File: src/rtl/regs_pkg.sv
// regs_pkg: shared constants for the 8-entry, 8-bit register file and its
// write-port arbiter.
//   REG_AW / REG_DW : register address / data widths
//   REG_N           : number of registers
//   REG_WPORTS      : register-file write ports driven by the arbiter
//   REG_WREQS       : number of datapath write requesters
//   B..A            : register indices as used by the datapath
package regs_pkg;

  localparam int REG_AW     = 3;
  localparam int REG_DW     = 8;
  localparam int REG_N      = 8;
  localparam int REG_WPORTS = 4;
  localparam int REG_WREQS  = 6;

  localparam logic [REG_AW-1:0] B = 3'd0;
  localparam logic [REG_AW-1:0] C = 3'd1;
  localparam logic [REG_AW-1:0] D = 3'd2;
  localparam logic [REG_AW-1:0] E = 3'd3;
  localparam logic [REG_AW-1:0] H = 3'd4;
  localparam logic [REG_AW-1:0] L = 3'd5;
  localparam logic [REG_AW-1:0] M = 3'd6;
  localparam logic [REG_AW-1:0] A = 3'd7;

  typedef logic [REG_AW-1:0] reg_addr_t;
  typedef logic [REG_DW-1:0] reg_data_t;

endpackage

File: src/rtl/regs_write_sel.sv
// regs_write_sel: combinational scan/grant/port-assignment for the register
// write arbiter. Requesters are visited from 'start', wrapping modulo NREQ;
// a valid requester is granted while fewer than NPORT grants exist and its
// address is not already granted. The k-th grant lands on port k.
// Ports:
//   start      : first requester index of the scan
//   req_valid  : per-requester write offer
//   req_addr   : requester i address at [i*AW +: AW]
//   req_data   : requester i data at [i*DW +: DW]
//   grant      : per-requester grant
//   port_en    : port k carries a grant
//   port_addr  : port k address at [k*AW +: AW] (zero when unused)
//   port_data  : port k data at [k*DW +: DW] (zero when unused)
//   any_grant  : at least one grant this cycle
//   last_idx   : index of the last requester granted in scan order
module regs_write_sel
  import regs_pkg::*;
#(
  parameter int NREQ  = REG_WREQS,
  parameter int NPORT = REG_WPORTS,
  parameter int AW    = REG_AW,
  parameter int DW    = REG_DW,
  localparam int PW   = (NREQ > 1) ? $clog2(NREQ) : 1
) (
  input  logic [PW-1:0]       start,
  input  logic [NREQ-1:0]     req_valid,
  input  logic [NREQ*AW-1:0]  req_addr,
  input  logic [NREQ*DW-1:0]  req_data,
  output logic [NREQ-1:0]     grant,
  output logic [NPORT-1:0]    port_en,
  output logic [NPORT*AW-1:0] port_addr,
  output logic [NPORT*DW-1:0] port_data,
  output logic                any_grant,
  output logic [PW-1:0]       last_idx
);

  localparam int CW = $clog2(NPORT + 1);
  // One extra bit so start + j cannot overflow before the modulo fold.
  localparam int IW = PW + 1;

  logic [IW-1:0]     pos;
  logic [PW-1:0]     idx;
  logic [AW-1:0]     addr;
  logic [CW-1:0]     count;
  logic [2**AW-1:0]  taken;

  // Single pass over requesters in rotated order; 'taken' tracks addresses
  // already granted this cycle so the same register is never written twice.
  always_comb begin
    grant     = '0;
    port_en   = '0;
    port_addr = '0;
    port_data = '0;
    any_grant = 1'b0;
    last_idx  = '0;
    count     = '0;
    taken     = '0;
    pos       = '0;
    idx       = '0;
    addr      = '0;
    for (int j = 0; j < NREQ; j++) begin
      pos = {1'b0, start} + IW'(j);
      if (pos >= IW'(NREQ)) begin
        pos = pos - IW'(NREQ);
      end
      idx  = pos[PW-1:0];
      addr = req_addr[idx*AW +: AW];
      if (req_valid[idx] && (count < CW'(NPORT)) && !taken[addr]) begin
        grant[idx]  = 1'b1;
        taken[addr] = 1'b1;
        for (int k = 0; k < NPORT; k++) begin
          if (count == CW'(k)) begin
            port_en[k]              = 1'b1;
            port_addr[k*AW +: AW]   = addr;
            port_data[k*DW +: DW]   = req_data[idx*DW +: DW];
          end
        end
        count     = count + CW'(1);
        any_grant = 1'b1;
        last_idx  = idx;
      end
    end
  end

endmodule

File: src/rtl/regs_write_arb.sv
// regs_write_arb: write-port arbiter for the 8-entry register file.
// Grants up to NPORT writes per cycle (never two to one address) and
// registers them onto the register file's wen/waddr/wdata ports.
// Ports:
//   clk, rst   : clock (rising edge), asynchronous active-high reset
//   req_valid  : requester i offers a write
//   req_addr   : requester i address at [i*AW +: AW]
//   req_data   : requester i data at [i*DW +: DW]
//   req_ready  : requester i granted this cycle (combinational)
//   wen        : registered per-port write enables
//   waddr      : registered port addresses, port k at [k*AW +: AW]
//   wdata      : registered port data, port k at [k*DW +: DW]
//   pend_mask  : register r has a write in flight on some port
//   stall      : some valid requester was not granted (combinational)
// Configuration macro: REGS_WRITE_ARB_RR_EN
//   defined   -> rotating rr_ptr, round-robin fairness
//   undefined -> scan always starts at requester 0 (fixed priority)
module regs_write_arb
  import regs_pkg::*;
#(
  parameter int NREQ  = REG_WREQS,
  parameter int NPORT = REG_WPORTS,
  parameter int AW    = REG_AW,
  parameter int DW    = REG_DW
) (
  input  logic                clk,
  input  logic                rst,
  input  logic [NREQ-1:0]     req_valid,
  input  logic [NREQ*AW-1:0]  req_addr,
  input  logic [NREQ*DW-1:0]  req_data,
  output logic [NREQ-1:0]     req_ready,
  output logic [NPORT-1:0]    wen,
  output logic [NPORT*AW-1:0] waddr,
  output logic [NPORT*DW-1:0] wdata,
  output logic [2**AW-1:0]    pend_mask,
  output logic                stall
);

  localparam int PW = (NREQ > 1) ? $clog2(NREQ) : 1;

  logic [PW-1:0]       start;
  logic [PW-1:0]       last_idx;
  logic                any_grant;
  logic [NREQ-1:0]     sel_grant;
  logic [NPORT-1:0]    port_en;
  logic [NPORT*AW-1:0] port_addr;
  logic [NPORT*DW-1:0] port_data;

  regs_write_sel #(
    .NREQ  (NREQ),
    .NPORT (NPORT),
    .AW    (AW),
    .DW    (DW)
  ) u_sel (
    .start     (start),
    .req_valid (req_valid),
    .req_addr  (req_addr),
    .req_data  (req_data),
    .grant     (sel_grant),
    .port_en   (port_en),
    .port_addr (port_addr),
    .port_data (port_data),
    .any_grant (any_grant),
    .last_idx  (last_idx)
  );

`ifdef REGS_WRITE_ARB_RR_EN
  logic [PW-1:0] rr_ptr;

  // Next scan starts just after the last requester served; holds when idle.
  always_ff @(posedge clk or posedge rst) begin
    if (rst) begin
      rr_ptr <= '0;
    end else if (any_grant) begin
      rr_ptr <= (last_idx == PW'(NREQ - 1)) ? '0 : last_idx + PW'(1);
    end
  end

  assign start = rr_ptr;
`else
  logic unused_sel;

  assign start      = '0;
  assign unused_sel = ^{any_grant, last_idx};
`endif

  // Grants are suppressed while reset is held so no requester sees a
  // transfer that the output stage would drop.
  assign req_ready = rst ? '0 : sel_grant;
  assign stall     = !rst && (|(req_valid & ~sel_grant));

  // Unused ports keep their last address/data; only wen says what is live.
  always_ff @(posedge clk or posedge rst) begin
    if (rst) begin
      wen   <= '0;
      waddr <= '0;
      wdata <= '0;
    end else begin
      wen <= port_en;
      for (int k = 0; k < NPORT; k++) begin
        if (port_en[k]) begin
          waddr[k*AW +: AW] <= port_addr[k*AW +: AW];
          wdata[k*DW +: DW] <= port_data[k*DW +: DW];
        end
      end
    end
  end

  // Decoded purely from the output flops, so it clears with reset.
  always_comb begin
    pend_mask = '0;
    for (int k = 0; k < NPORT; k++) begin
      if (wen[k]) begin
        pend_mask[waddr[k*AW +: AW]] = 1'b1;
      end
    end
  end

endmodule

File: config.mk
export PLATFORM = sky130hd
export DESIGN_NAME = regs_write_arb
export DESIGN_NICKNAME = d
export VERILOG_FILES = /design/src/rtl/regs_pkg.sv /design/src/rtl/regs_write_sel.sv /design/src/rtl/regs_write_arb.sv
export SDC_FILE = /design/constraint.sdc
export NUM_CORES = 1
export LEC_CHECK = 0
export ABC_AREA = 1
export CAP_MARGIN = 10
export CORE_UTILIZATION = 44
export CTS_BUF_LIST = sky130_fd_sc_hd__clkbuf_8 sky130_fd_sc_hd__clkbuf_16
export DETAILED_ROUTE_END_ITERATION = 8
export PLACE_DENSITY = 0.77
export RECOVER_POWER = 100
export SYNTH_ARGS = -nofsm -noshare
export SYNTH_HDL_FRONTEND = slang
export SYNTH_HIERARCHICAL = 1
export SYNTH_SLANG_ARGS = --single-unit
File: constraint.sdc
create_clock -name clk -period 18.6 [get_ports clk]
set_input_delay 2.79 -clock clk [delete_from_list [all_inputs] [get_ports clk]]
set_output_delay 2.79 -clock clk [all_outputs]
set_load 0.02 [all_outputs]
# After elaboration in Yosys (flattened, before gate mapping)
# Memory sizes are Yosys's and may differ from the RTL's.
# Cells that the tools add are included.
# totals
ff_bits	48
latch_bits	0
ram_bits	0
romBits	8
out_inout_bits	63
wordCells	224
n_memories	1
# op_classes
addsub	4
multipliers	0
div_mod_pow	0
order_cmp	24
n_eq_ne	15
shifts	0
muxes	128
bitwise	9
reduce_logical	34
# mem_list
name	depth	word_bits	read_ports	rd_ports_with_merged_regs	wr	line_no	source
(no name shown)	8	1	1	0	0	regs_write_sel.sv:68	if (req_valid[idx] && (count < CW'(NPORT)) && !taken[addr]) begin
# ops
operator	n
8-bit 2-to-1 mux	30
32-bit 2-to-1 mux	5
3-bit 2-to-1 mux	26
12-bit 2-to-1 mux	5
8-bit bitwise OR	7
3-bit by 4-bit less-than comparator with 1-bit output, second input constant	10
1-bit 2-to-1 mux	38
1-bit demux with 3-bit select	9
3-bit by 1-bit greater-or-equal comparator with 1-bit output, second input constant	9
3-bit by 2-bit equality test with 1-bit output, second input constant	8
4-bit 2-to-1 mux	6
1-bit logical AND	21
1-bit binary-select mux with 3-bit select	5
3-bit zero test	5
3-bit by 1-bit equality test with 1-bit output, second input constant	4
3-bit less-than comparator, second input constant	4
6-bit 2-to-1 mux	2
3-bit by 1-bit adder with 3-bit output, second input constant	3
1-bit zero test	7
6-bit bitwise AND	1
6-bit NOT	1
6-bit OR reduction	1
5-bit 2-to-1 mux	1
1-bit by 2-bit equality test with 1-bit output, second input constant	2
other kinds (4)	4

# Depth between registers and ports, before layout
# depth
depth_word	34
ltp_mapped	57
depth_no_buf	46

# By module
# Netlist, hierarchy kept.
# modules_own_cells
mod	instances	cells_per_inst	area_each_um2	seq_area_each_um2
regs_write_sel	1	1649	8045.2	0.0
regs_write_arb	1	207	2202.1	1201.2

# Least setup slack after synthesis
# OpenSTA, ideal clock, no wires.
# synth_timing
path_type	input to output
from	input port req_valid[0]
to	output port stall
arrival_ns	7.506
required_time_ns	15.810
path_slack_ns	8.304
path_stages	36
path_buffers	1
path_cell_list	inv_1 -> o21ai_0 -> nand3_1 -> nand2_2 -> nor2_8 -> nor2_4 -> nand2_1 -> nand2_1 -> nand3_1 -> nand2_1 -> nor2_4 -> nand3_1 -> nand2_1 -> nand2_1 -> nand2_1 -> nor2_4 -> nand3_4 -> fa_1 -> inv_1 -> ha_1 -> inv_1 -> o21ai_1 -> inv_1 -> ha_1 -> ha_1 -> nand4_4 -> a21oi_4 -> nand3_4 -> buf_4 -> nand2_1 -> nand2_1 -> inv_1 -> nand2_1 -> nand2_1 -> nor2_1 -> a21oi_1
# synth_via
word_cells_on_any_way	59
# synth_rtl
element	line_no	source
start, declared	regs_write_arb.sv:28	input logic [NREQ-1:0] req_valid,
1-bit logical AND (*)	regs_write_sel.sv:68	
8-bit 2-to-1 mux	regs_write_sel.sv:68	
1-bit binary-select mux with 3-bit select	regs_write_sel.sv:68	
1-bit 2-to-1 mux (implied by the code)	regs_write_sel.sv:68	
1-bit zero test	regs_write_sel.sv:68	
1-bit logical AND	regs_write_sel.sv:68	
8-bit 2-to-1 mux	regs_write_sel.sv:68	
1-bit binary-select mux with 3-bit select	regs_write_sel.sv:68	
[8 not listed]	--	
4-bit 2-to-1 mux (*)	regs_write_sel.sv:68	
5-bit 2-to-1 mux (*)	regs_write_sel.sv:68	
6-bit 2-to-1 mux (*)	regs_write_sel.sv:68	
named net sel_grant[3]	regs_write_arb.sv:44	logic [NREQ-1:0] sel_grant;
6-bit NOT (*)	regs_write_arb.sv:90	assign stall = !rst && (|(req_valid & ~sel_grant));
6-bit bitwise AND (*)	regs_write_arb.sv:90	
6-bit OR reduction (*)	regs_write_arb.sv:90	
1-bit logical AND (*)	regs_write_arb.sv:90	
end, declared	regs_write_arb.sv:36	output logic stall
# Mark *: on every way through the listed nets, which the timed path passes. The rest lies on a longest branch. The select of a mux whose other input is x is not followed.

# Worst setup path in the final report
# Ends and elaborated chain as after synthesis.

==> metrics <==
RSZ-0062 raised after global routing no; Inst Count DP 2157; VDD IR max 0.00007728 V; register area 0.001201 mm^2; Routed WL 37510 um; final hold vios 0; die width around 150 um; clock skew 0 ns; first-pass GRT wire length 59910 um; final slew viol count 101; setup bufs post-CTS 0; Ports around 140; status finished with violations; CTS Root Buffer Type clkbuf_16; share of cells above drive strength 1 0.05056; final instance area 0.01127 mm^2; CP max FO 55; multi-input logic area 0.007291 mm^2; # clock sinks 48; clk buf depth 2; leakage 5.756 nW; total power 1.538 mW; die height between 150 and 200 um; worst slew pin tran 2.013 ns; Post-CTS Resized 0; 1st-iter DRT viols 1470; total gr overflow 0; Port Buffer Count around 140; Non-Filler Instances 2164; r2r worst-path depth 2; post-route DRC violation count 0; Die Area 0.02359 mm^2; drt pass-1 iters 6; Critical Path AT 12.56 ns; critical path's most frequent cell nand2_1; Critical Path Start Type primary input; cell area power density 136.5 mW/mm^2; row count 55; Syn Area/Cell 5.531 um^2; Post-CTS Hold Fix Bufs 0; Fillers 2428; core area between 0.02 and 0.025 mm^2; total number of yosys warnings 6; FMAX 65.17 MHz; DR vias 12650; Placed Area 0.01125 mm^2; Cells after Synth 1828; CTS Buf Count 5; nets roughly 2000; failing checks max-capacitance violations, max-slew violations; htree depth 2; Rel. slew slack -0.3460; CTS tree built; Setup CP Type primary input to output pin; slowest CP cell nand3_1; routed len/inst 17.34 um; Final period util 0.8250; crit path capture type output pin; MaxCap Viol Count 2; fin crit period 15.35 ns; min-delay worst type flip-flop to flip-flop; largest net degree at the start of global routing 127; Worst-path clk slew 0.06 ns; DP Wirelength 29430 um; placer congestion estimate 1.005; vias in the first global route 11320; Vias/cell 5.846; Setup violations, final 0; CP required 15.81 ns; n_diodes 0; Worst path max stage delay about 1.5 ns; worst skew pair latency just under 0.3 ns; initial antenna violation count 0; Total Routing Usage GR 0.3141; Initial Util 0.4479; setup TNS 0 ns; Area Growth Syn to Fin 11.45%; hold path cells 1; DRT antenna net count 0; synthesized area 0.01011 mm^2
==> power breakdown <==
group | leakage (nW) | internal (mW) | switching (mW)
Clock | 0.0709 | 0.0483 | 0.0363
Sequential | 0.630 | 0.150 | 0.0313
Combinational | 5.05 | 0.400 | 0.873
==> flip-flops by register name, indices dropped and copies added (netlist names) <==
name and cells:
waddr 12, wdata 32, wen 4
==> final timing paths <==
path	to	from	slack, ns
worst max-delay path	stall	req_valid[0]	3.25
worst min-delay path	wdata[11]	wdata[11]	0.49
worst max register to register	waddr[3]	waddr[3]	17.79
worst min register to register	wdata[11]	wdata[11]	0.49
max in group asynchronous	wdata[15]	rst	13.82
min in group asynchronous	wdata[24]	rst	3.70
==> metal layers <==
metal | global-route usage | vias to the layer above | part of all wire
li1 | - | 6151 | -
met2 | 0.5262 | 664 | 0.46
met4 | 0.1000 | 0 | 0.032
met1 | 0.4157 | 5740 | 0.42
met3 | 0.04228 | 95 | 0.093
met5 | 0 | - | 0
==> cell usage in the layout (no fill, tap or decap), types with 3 or more instances in the layout <==
| master | instances |
|---|---|
| a211oi_1 | 5 |
| a21oi_1 | 49 |
| a221oi_1 | 8 |
| a22oi_1 | 9 |
| a31oi_1 | 3 |
| and3_1 | 5 |
| buf_4 | 9 |
| clkbuf_16 | 5 |
| clkdlybuf4s50_1 | 73 |
| conb_1 | 11 |
| dfrtp_1 | 48 |
| dlygate4sd3_1 | 63 |
| ha_1 | 21 |
| inv_1 | 210 |
| inv_2 | 14 |
| mux2_1 | 16 |
| mux2_2 | 16 |
| nand2_1 | 599 |
| nand2_2 | 9 |
| nand3_1 | 69 |
| nand3_2 | 3 |
| nand4_1 | 145 |
| nor2_1 | 173 |
| nor2_2 | 8 |
| nor2_4 | 10 |
| nor3_1 | 12 |
| o2111ai_1 | 3 |
| o211ai_1 | 8 |
| o21a_1 | 5 |
| o21ai_0 | 170 |
| o21ai_1 | 32 |
| o221ai_1 | 12 |
| o22ai_1 | 22 |
| or2_2 | 3 |
==> stage by stage <==
| step | hold slack, ns | setup slack [ns] | util |
|---|---|---|---|
| 3_3_place_gp | 0.4926 | 5.622 | 0.4986 |
| 5_1_grt | 0.5051 | 2.315 | 0.4992 |
| 4_1_cts | 0.5093 | 5.463 | 0.5045 |
| 3_5_place_dp | 0.4960 | 5.466 | 0.4986 |
| 2_1_floorplan | 0.6360 | 8.336 | - |
| 6_report | 0.4888 | 3.254 | 0.4992 |
==> area by class of cell <==
class / count / area share
tap: 285 / 0.03165
clock inverter: 2 / 0.0007773
sequential: 48 / 0.1066
clock buffer: 5 / 0.01110
timing repair buffer: 145 / 0.1268
multi-input combinational: 1452 / 0.6470
inverter: 227 / 0.07606
==> worst max-delay path, delay by kind of cell <==
kind | cells | cell delay, ns
AND/OR/NAND/NOR | 21 | 4.76
buffers and inverters | 8 | 2.35
AO/OA/AOI/OAI | 5 | 1.83
adder cells (fa/ha/maj) | 3 | 0.76
(Power assumes the default switching activity.)
